File: config.mk
export PLATFORM = sky130hd
export DESIGN_NAME = pmem_loader
export DESIGN_NICKNAME = d
export VERILOG_FILES = /design/src/rtl/swt16_pkg.sv /design/src/rtl/pmem_loader_word_asm.sv /design/src/rtl/pmem_loader.sv
export SDC_FILE = /design/constraint.sdc
export NUM_CORES = 1
export LEC_CHECK = 0
export CORE_AREA = 4 4 111 113
export CTS_CLUSTER_SIZE = 8
export DETAILED_ROUTE_END_ITERATION = 6
export DIE_AREA = 0 0 115 117
export PLACE_DENSITY_LB_ADDON = 0.1
export SYNTH_ARGS = -nofsm -noshare
export SYNTH_HDL_FRONTEND = slang
export SYNTH_SLANG_ARGS = --single-unit
File: constraint.sdc
create_clock -name clock -period 2.3 [get_ports clock]
set_input_delay 0.46 -clock clock [delete_from_list [all_inputs] [get_ports clock]]
set_output_delay 0.46 -clock clock [all_outputs]
set_load 0.02 [all_outputs]
File: src/rtl/swt16_pkg.sv
// -----------------------------------------------------------------------------
// swt16_pkg
// Shared definitions for the PMEM boot loader path.
//   loader_state_t       : loader FSM state encoding (also exported for debug)
//   PMEM_BYTES_PER_WORD  : PMEM words are assembled from this many bytes
//   PC_INCREMENT_DEFAULT : byte-address step between consecutive instructions
// -----------------------------------------------------------------------------
package swt16_pkg;

   typedef enum logic [2:0] {
      ST_IDLE   = 3'd0,
      ST_LO     = 3'd1,
      ST_HI     = 3'd2,
      ST_WR     = 3'd3,
      ST_DONE   = 3'd4,
      ST_CHK_LO = 3'd5,
      ST_CHK_HI = 3'd6,
      ST_ERR    = 3'd7
   } loader_state_t;

   localparam int PMEM_BYTES_PER_WORD  = 2;
   localparam int PC_INCREMENT_DEFAULT = 2;

endpackage

File: src/rtl/pmem_loader_word_asm.sv
// -----------------------------------------------------------------------------
// pmem_loader_word_asm
// Byte-lane register that assembles a 16-bit word from two bytes, low byte
// first. Used both for program words and for the checksum trailer.
// Ports:
//   clock     in   rising-edge clock
//   reset     in   asynchronous active-low reset
//   lo_en     in   capture data into the low lane this cycle
//   hi_en     in   capture data into the high lane this cycle
//   data      in   byte to capture
//   word_next out  the word as it stands after this cycle's capture; while
//                  hi_en is high it already carries the incoming high byte,
//                  so the owner can consume the complete word in the same
//                  cycle the second byte arrives
// -----------------------------------------------------------------------------
module pmem_loader_word_asm
   import swt16_pkg::*;
(
   input  logic        clock,
   input  logic        reset,
   input  logic        lo_en,
   input  logic        hi_en,
   input  logic [7:0]  data,
   output logic [15:0] word_next
);

   logic [7:0] lo_q;
   logic [7:0] hi_q;

   always_ff @(posedge clock or negedge reset) begin
      if (!reset) begin
         lo_q <= 8'h00;
         hi_q <= 8'h00;
      end else begin
         if (lo_en) lo_q <= data;
         if (hi_en) hi_q <= data;
      end
   end

   always_comb begin
      word_next = {hi_q, lo_q};
      if (hi_en) word_next = {data, lo_q};
   end

endmodule

File: src/rtl/pmem_loader.sv
// -----------------------------------------------------------------------------
// pmem_loader
// Streams a program image from a byte link into PMEM and holds the core in
// reset until the whole image has been written.
//
// Optional feature: define PMEM_LOADER_CHECKSUM_EN to require a 2-byte
// trailer (low byte first) equal to the 16-bit sum of all written words.
//
// Handshake: a byte moves on every rising edge where in_byte_valid and
// out_byte_ready are both high. out_byte_ready depends only on the state, so
// the source may raise or drop valid at any time without losing a byte.
//
// Ports:
//   clock          in   rising-edge clock
//   reset          in   asynchronous active-low reset
//   in_start       in   start pulse, honoured only in IDLE, DONE or ERR
//   in_base_addr   in   first PMEM byte address (sampled with in_start)
//   in_num_words   in   image length in words (sampled with in_start)
//   in_byte        in   byte data
//   in_byte_valid  in   byte valid
//   out_byte_ready out  loader accepts a byte this cycle
//   out_pmem_wr_en out  PMEM write strobe, one cycle per word
//   out_pmem_addr  out  PMEM write address (holds between writes)
//   out_pmem_word  out  PMEM write data (holds between writes)
//   out_cpu_hold   out  1 = keep the core in reset
//   out_done       out  image loaded (level)
//   out_error      out  checksum mismatch, held until the next start
//   out_state      out  current FSM state (loader_state_t encoding)
// -----------------------------------------------------------------------------
module pmem_loader
   import swt16_pkg::*;
#(
   parameter int PMEM_ADDR_WIDTH = 12,
   parameter int PMEM_WORD_WIDTH = 8 * PMEM_BYTES_PER_WORD,
   parameter int PC_INCREMENT    = PC_INCREMENT_DEFAULT,
   parameter int CNT_WIDTH       = 12
) (
   input  logic                       clock,
   input  logic                       reset,
   input  logic                       in_start,
   input  logic [PMEM_ADDR_WIDTH-1:0] in_base_addr,
   input  logic [CNT_WIDTH-1:0]       in_num_words,
   input  logic [7:0]                 in_byte,
   input  logic                       in_byte_valid,
   output logic                       out_byte_ready,
   output logic                       out_pmem_wr_en,
   output logic [PMEM_ADDR_WIDTH-1:0] out_pmem_addr,
   output logic [PMEM_WORD_WIDTH-1:0] out_pmem_word,
   output logic                       out_cpu_hold,
   output logic                       out_done,
   output logic                       out_error,
   output logic [2:0]                 out_state
);

   loader_state_t state_q;
   loader_state_t state_d;
   loader_state_t after_last;

   logic [PMEM_ADDR_WIDTH-1:0] addr_q;
   logic [CNT_WIDTH-1:0]       cnt_q;
   logic [PMEM_ADDR_WIDTH-1:0] pmem_addr_q;
   logic [PMEM_WORD_WIDTH-1:0] pmem_word_q;
   logic [15:0]                asm_word;
   logic                       xfer;
   logic                       start_take;
   logic                       lo_en;
   logic                       hi_en;

`ifdef PMEM_LOADER_CHECKSUM_EN
   logic [15:0] sum_q;
   logic        trailer_ok;
   assign after_last = ST_CHK_LO;
   assign trailer_ok = (asm_word == sum_q);
`else
   assign after_last = ST_DONE;
`endif

   assign xfer       = in_byte_valid && out_byte_ready;
   assign start_take = in_start &&
                       ((state_q == ST_IDLE) || (state_q == ST_DONE) || (state_q == ST_ERR));
   assign lo_en      = xfer && ((state_q == ST_LO) || (state_q == ST_CHK_LO));
   assign hi_en      = xfer && ((state_q == ST_HI) || (state_q == ST_CHK_HI));

   pmem_loader_word_asm u_word_asm (
      .clock     (clock),
      .reset     (reset),
      .lo_en     (lo_en),
      .hi_en     (hi_en),
      .data      (in_byte),
      .word_next (asm_word)
   );

   // ---------------------------------------------------------------- state reg
   always_ff @(posedge clock or negedge reset) begin
      if (!reset) state_q <= ST_IDLE;
      else        state_q <= state_d;
   end

   // ---------------------------------------------------------------- next state
   always_comb begin
      state_d = state_q;
      case (state_q)
         ST_IDLE, ST_DONE, ST_ERR: begin
            if (in_start) state_d = (in_num_words == '0) ? after_last : ST_LO;
         end
         ST_LO:     if (xfer) state_d = ST_HI;
         ST_HI:     if (xfer) state_d = ST_WR;
         // cnt_q still holds the pre-decrement count here, so 1 means last word.
         ST_WR:     state_d = (cnt_q == CNT_WIDTH'(1)) ? after_last : ST_LO;
`ifdef PMEM_LOADER_CHECKSUM_EN
         ST_CHK_LO: if (xfer) state_d = ST_CHK_HI;
         ST_CHK_HI: if (xfer) state_d = trailer_ok ? ST_DONE : ST_ERR;
`endif
         default:   state_d = ST_IDLE;
      endcase
   end

   // ---------------------------------------------------------------- outputs
   always_comb begin
      out_byte_ready = 1'b0;
      out_pmem_wr_en = 1'b0;
      out_cpu_hold   = 1'b1;
      out_done       = 1'b0;
      out_error      = 1'b0;
      case (state_q)
         ST_LO, ST_HI, ST_CHK_LO, ST_CHK_HI: out_byte_ready = 1'b1;
         ST_WR:   out_pmem_wr_en = 1'b1;
         ST_DONE: begin
            out_cpu_hold = 1'b0;
            out_done     = 1'b1;
         end
`ifdef PMEM_LOADER_CHECKSUM_EN
         ST_ERR:  out_error = 1'b1;
`endif
         default: ;
      endcase
   end

   assign out_pmem_addr = pmem_addr_q;
   assign out_pmem_word = pmem_word_q;
   assign out_state     = state_q;

   // ---------------------------------------------------------------- datapath
   // The write address/data are registered when the high byte arrives so
   // they are stable through the WR cycle and hold afterwards, even while
   // the next word's low byte is being captured.
   always_ff @(posedge clock or negedge reset) begin
      if (!reset) begin
         addr_q      <= '0;
         cnt_q       <= '0;
         pmem_addr_q <= '0;
         pmem_word_q <= '0;
      end else begin
         if (start_take) begin
            addr_q <= in_base_addr;
            cnt_q  <= in_num_words;
         end
         if ((state_q == ST_HI) && xfer) begin
            pmem_addr_q <= addr_q;
            pmem_word_q <= asm_word;
         end
         if (state_q == ST_WR) begin
            // Wraps modulo 2^PMEM_ADDR_WIDTH by truncation.
            addr_q <= addr_q + PMEM_ADDR_WIDTH'(PC_INCREMENT);
            cnt_q  <= cnt_q - CNT_WIDTH'(1);
         end
      end
   end

`ifdef PMEM_LOADER_CHECKSUM_EN
   always_ff @(posedge clock or negedge reset) begin
      if (!reset) begin
         sum_q <= 16'h0000;
      end else if (start_take) begin
         sum_q <= 16'h0000;
      end else if (state_q == ST_WR) begin
         sum_q <= sum_q + pmem_word_q;
      end
   end
`endif

endmodule

==> metrics.txt <==
run status complete, no violations; Avg Cell Area, Syn 11.8 um^2; final std cells w/o fill 511; most common cell after layout, fill and taps aside dfrtp_1; largest net degree at the start of global routing 72; CTS Hold Bufs 0; crit-path max FO 5; Routed Antenna Nets 0; Max H-tree Level 3; total wire length 8510 um; FF/Latch Area 1780 um^2; GP Congestion 0.838; full die area 13500 um^2; Clock Tree Buf Depth 2; EDFF count, synth 0; Die Wd 115 um; WS Path Type reg -> out; Leak 1.95 nW; Setup Fix Bufs, Post-CTS 0; clock-pin slew on the worst setup and hold paths 0.06 ns; Seq cells post-synth 71; crit start category flop; Syn Inst Count 285; Setup WS pre-CTS 0.210 ns; maxcap violations 0; DRC 0; Routed wire per std cell 16.7 um; multi-input logic area 1480 um^2; num ports 72; filler cell count 1147; number of distinct library cells after synthesis 52; Max Freq 0.483 GHz; synthesized cell area 3350 um^2; hpwl dp 5900 um; Hold Violations, Final 0; layout cells sized above 1 0.223; first-pass GRT wire length 13600 um; CTS tree done; FP Rows 39; number of I/O port buffers 70; share of synthesized area occupied by flip-flops and latches 0.530; PwrDens 1440 nW/um^2; initial antenna violation count 0; Hold WS 0.126 ns; Hold WC Path Type in -> async; Via Count 2554; P&R area growth vs syn 37.9%; Setup Viol. Count Final 0; Vias/cell 5.00; drt first pass iters 4; placed cells 495; initial core utilization 0.296; synthesized net count 328; clk root buf clkbuf_16; Chip Height 117 um; arrival time worst endpoint 1.61 ns; Setup TNS 0 ns; fin crit period 2.07 ns; Clock Sinks 71; total CTS buffers 9; Max Clock Skew 0.00598 ns; leading area contributor after synthesis dfrtp_1; Total Routing Usage GR 0.133; Main synth FF type dfrtp_1; YS warnings 0; GR Overflow Total 0; number of global-route vias before repair 2655; core area 11300 um^2; Worst Path Required 1.84 ns; Max Slew Vio Count 0; most frequent cells in the layout dfrtp_1, clkdlybuf4s50_1, mux2_2, nand2_1, o21ai_0; Worst slew margin 0.661; top cells by area, synth dfrtp_1, mux2_2, nand2_1, ha_1, o21ai_0; Yosys top cell area share 0.530; total power 6.66 mW; unrepaired setup endpoints after global routing false; diode count 0; first-iteration detailed-routing DRC count 86; crit share post-route 0.900; Worst VDD drop 492 uV; worst-skew pair later-pin latency 0.34 ns; Crit. End Element primary output; Final nets 406; Async S/R FF share, synth 1.00; worst slew pin tran 0.504 ns; setup ws final 0.230 ns
## Yosys cell counts, types with 2 or more instances
cell       n
a211oi_1   2
a21oi_1   10
a221o_1    3
a22o_1     2
a22oi_1    6
a31o_2     2
a31oi_1    2
and2_1     2
buf_2      6
buf_4      3
dfrtp_1   71
ha_1       7
inv_1      7
mux2_2    45
nand2_1   26
nand2b_1   2
nand3_1    7
nand4b_1   2
nor2_1    11
nor2b_1    2
nor3_1     5
nor4_1     7
o211ai_1   2
o21ai_0   16
o21ai_1    3
o22ai_1    4
xnor2_1    2
xor2_1     4
## sequential cells by signal, indices dropped and copies added, names as in the netlist
| register | cells |
|---|---|
| addr_q | 12 |
| cnt_q | 12 |
| u_word_asm.hi_q | 8 |
| out_pmem_addr | 12 |
| out_state | 3 |
| u_word_asm.lo_q | 8 |
| out_pmem_word | 16 |
## what timing repair did
| item | in CTS | in global routing |
|---|---|---|
| gates resized for setup | 4 | 2 |
| setup endpoints to repair | 4 | 2 |
| hold endpoints to repair | 0 | 0 |
## per-layer routing
metal,vias to the layer above,part of all wire,routed length [um],track usage
met5,-,0,0,0
met4,0,0.021,182,0.0751
met3,13,0.040,340,0.0278
met2,59,0.48,4060,0.211
met1,1278,0.46,3940,0.170
li1,1204,-,-,-
## critical path, stage by stage (launching register included)
cell and delay, ns:
dfrtp_2 0.45, inv_1 0.09, ha_1 0.23, nand2_1 0.12
inv_1 0.06, dlygate4sd2_1 0.32
## cell families after synthesis
family,count (synthesis),share of synthesized area
and+or+nand+nor,73,0.117
other,1,0.00112
buffers and inverters,19,0.0299
AOI/OAI and AO/OA,62,0.124
xor gates and xnor gates,6,0.0157
adders and majority gates,7,0.0261
muxes,46,0.156
DFF,71,0.530
## stage by stage
step	instance area (um^2)	util
2_1_floorplan	3350	-
3_3_place_gp	4240	0.375
3_5_place_dp	4240	0.375
4_1_cts	4610	0.407
5_1_grt	4620	0.408
6_report	4620	0.408
## area by class of cell
class                   count  share of cell area
flip-flops and latches     71               0.385
multi-input cells         195               0.319
repair buffers             78               0.170
clock buffers              11              0.0526
well taps                 143              0.0387
clock inverters             5              0.0279
inverters                   8             0.00677
## power breakdown
group	total [mW]	switching [mW]	internal, mW	leakage [nW]
logic	2.64	1.32	1.32	0.897
clock network	1.73	0.533	1.20	0.180
registers	2.29	0.445	1.84	0.871
## path summary, 6_finish.rpt
path                                     from                  to  slack (ns)  cells after the start
max                              out_state[0]            out_done        0.23                      5
max in group asynchronous               reset            cnt_q[9]        1.83                      2
min                                     reset   out_pmem_word[12]        0.13                      2
min reg2reg                u_word_asm.hi_q[0]  u_word_asm.hi_q[0]        0.49                      1
min in group clock         u_word_asm.hi_q[0]  u_word_asm.hi_q[0]        0.49                      1
max reg2reg                      out_state[0]           addr_q[7]        0.41                      6
Power figures use the tool's default switching activity.
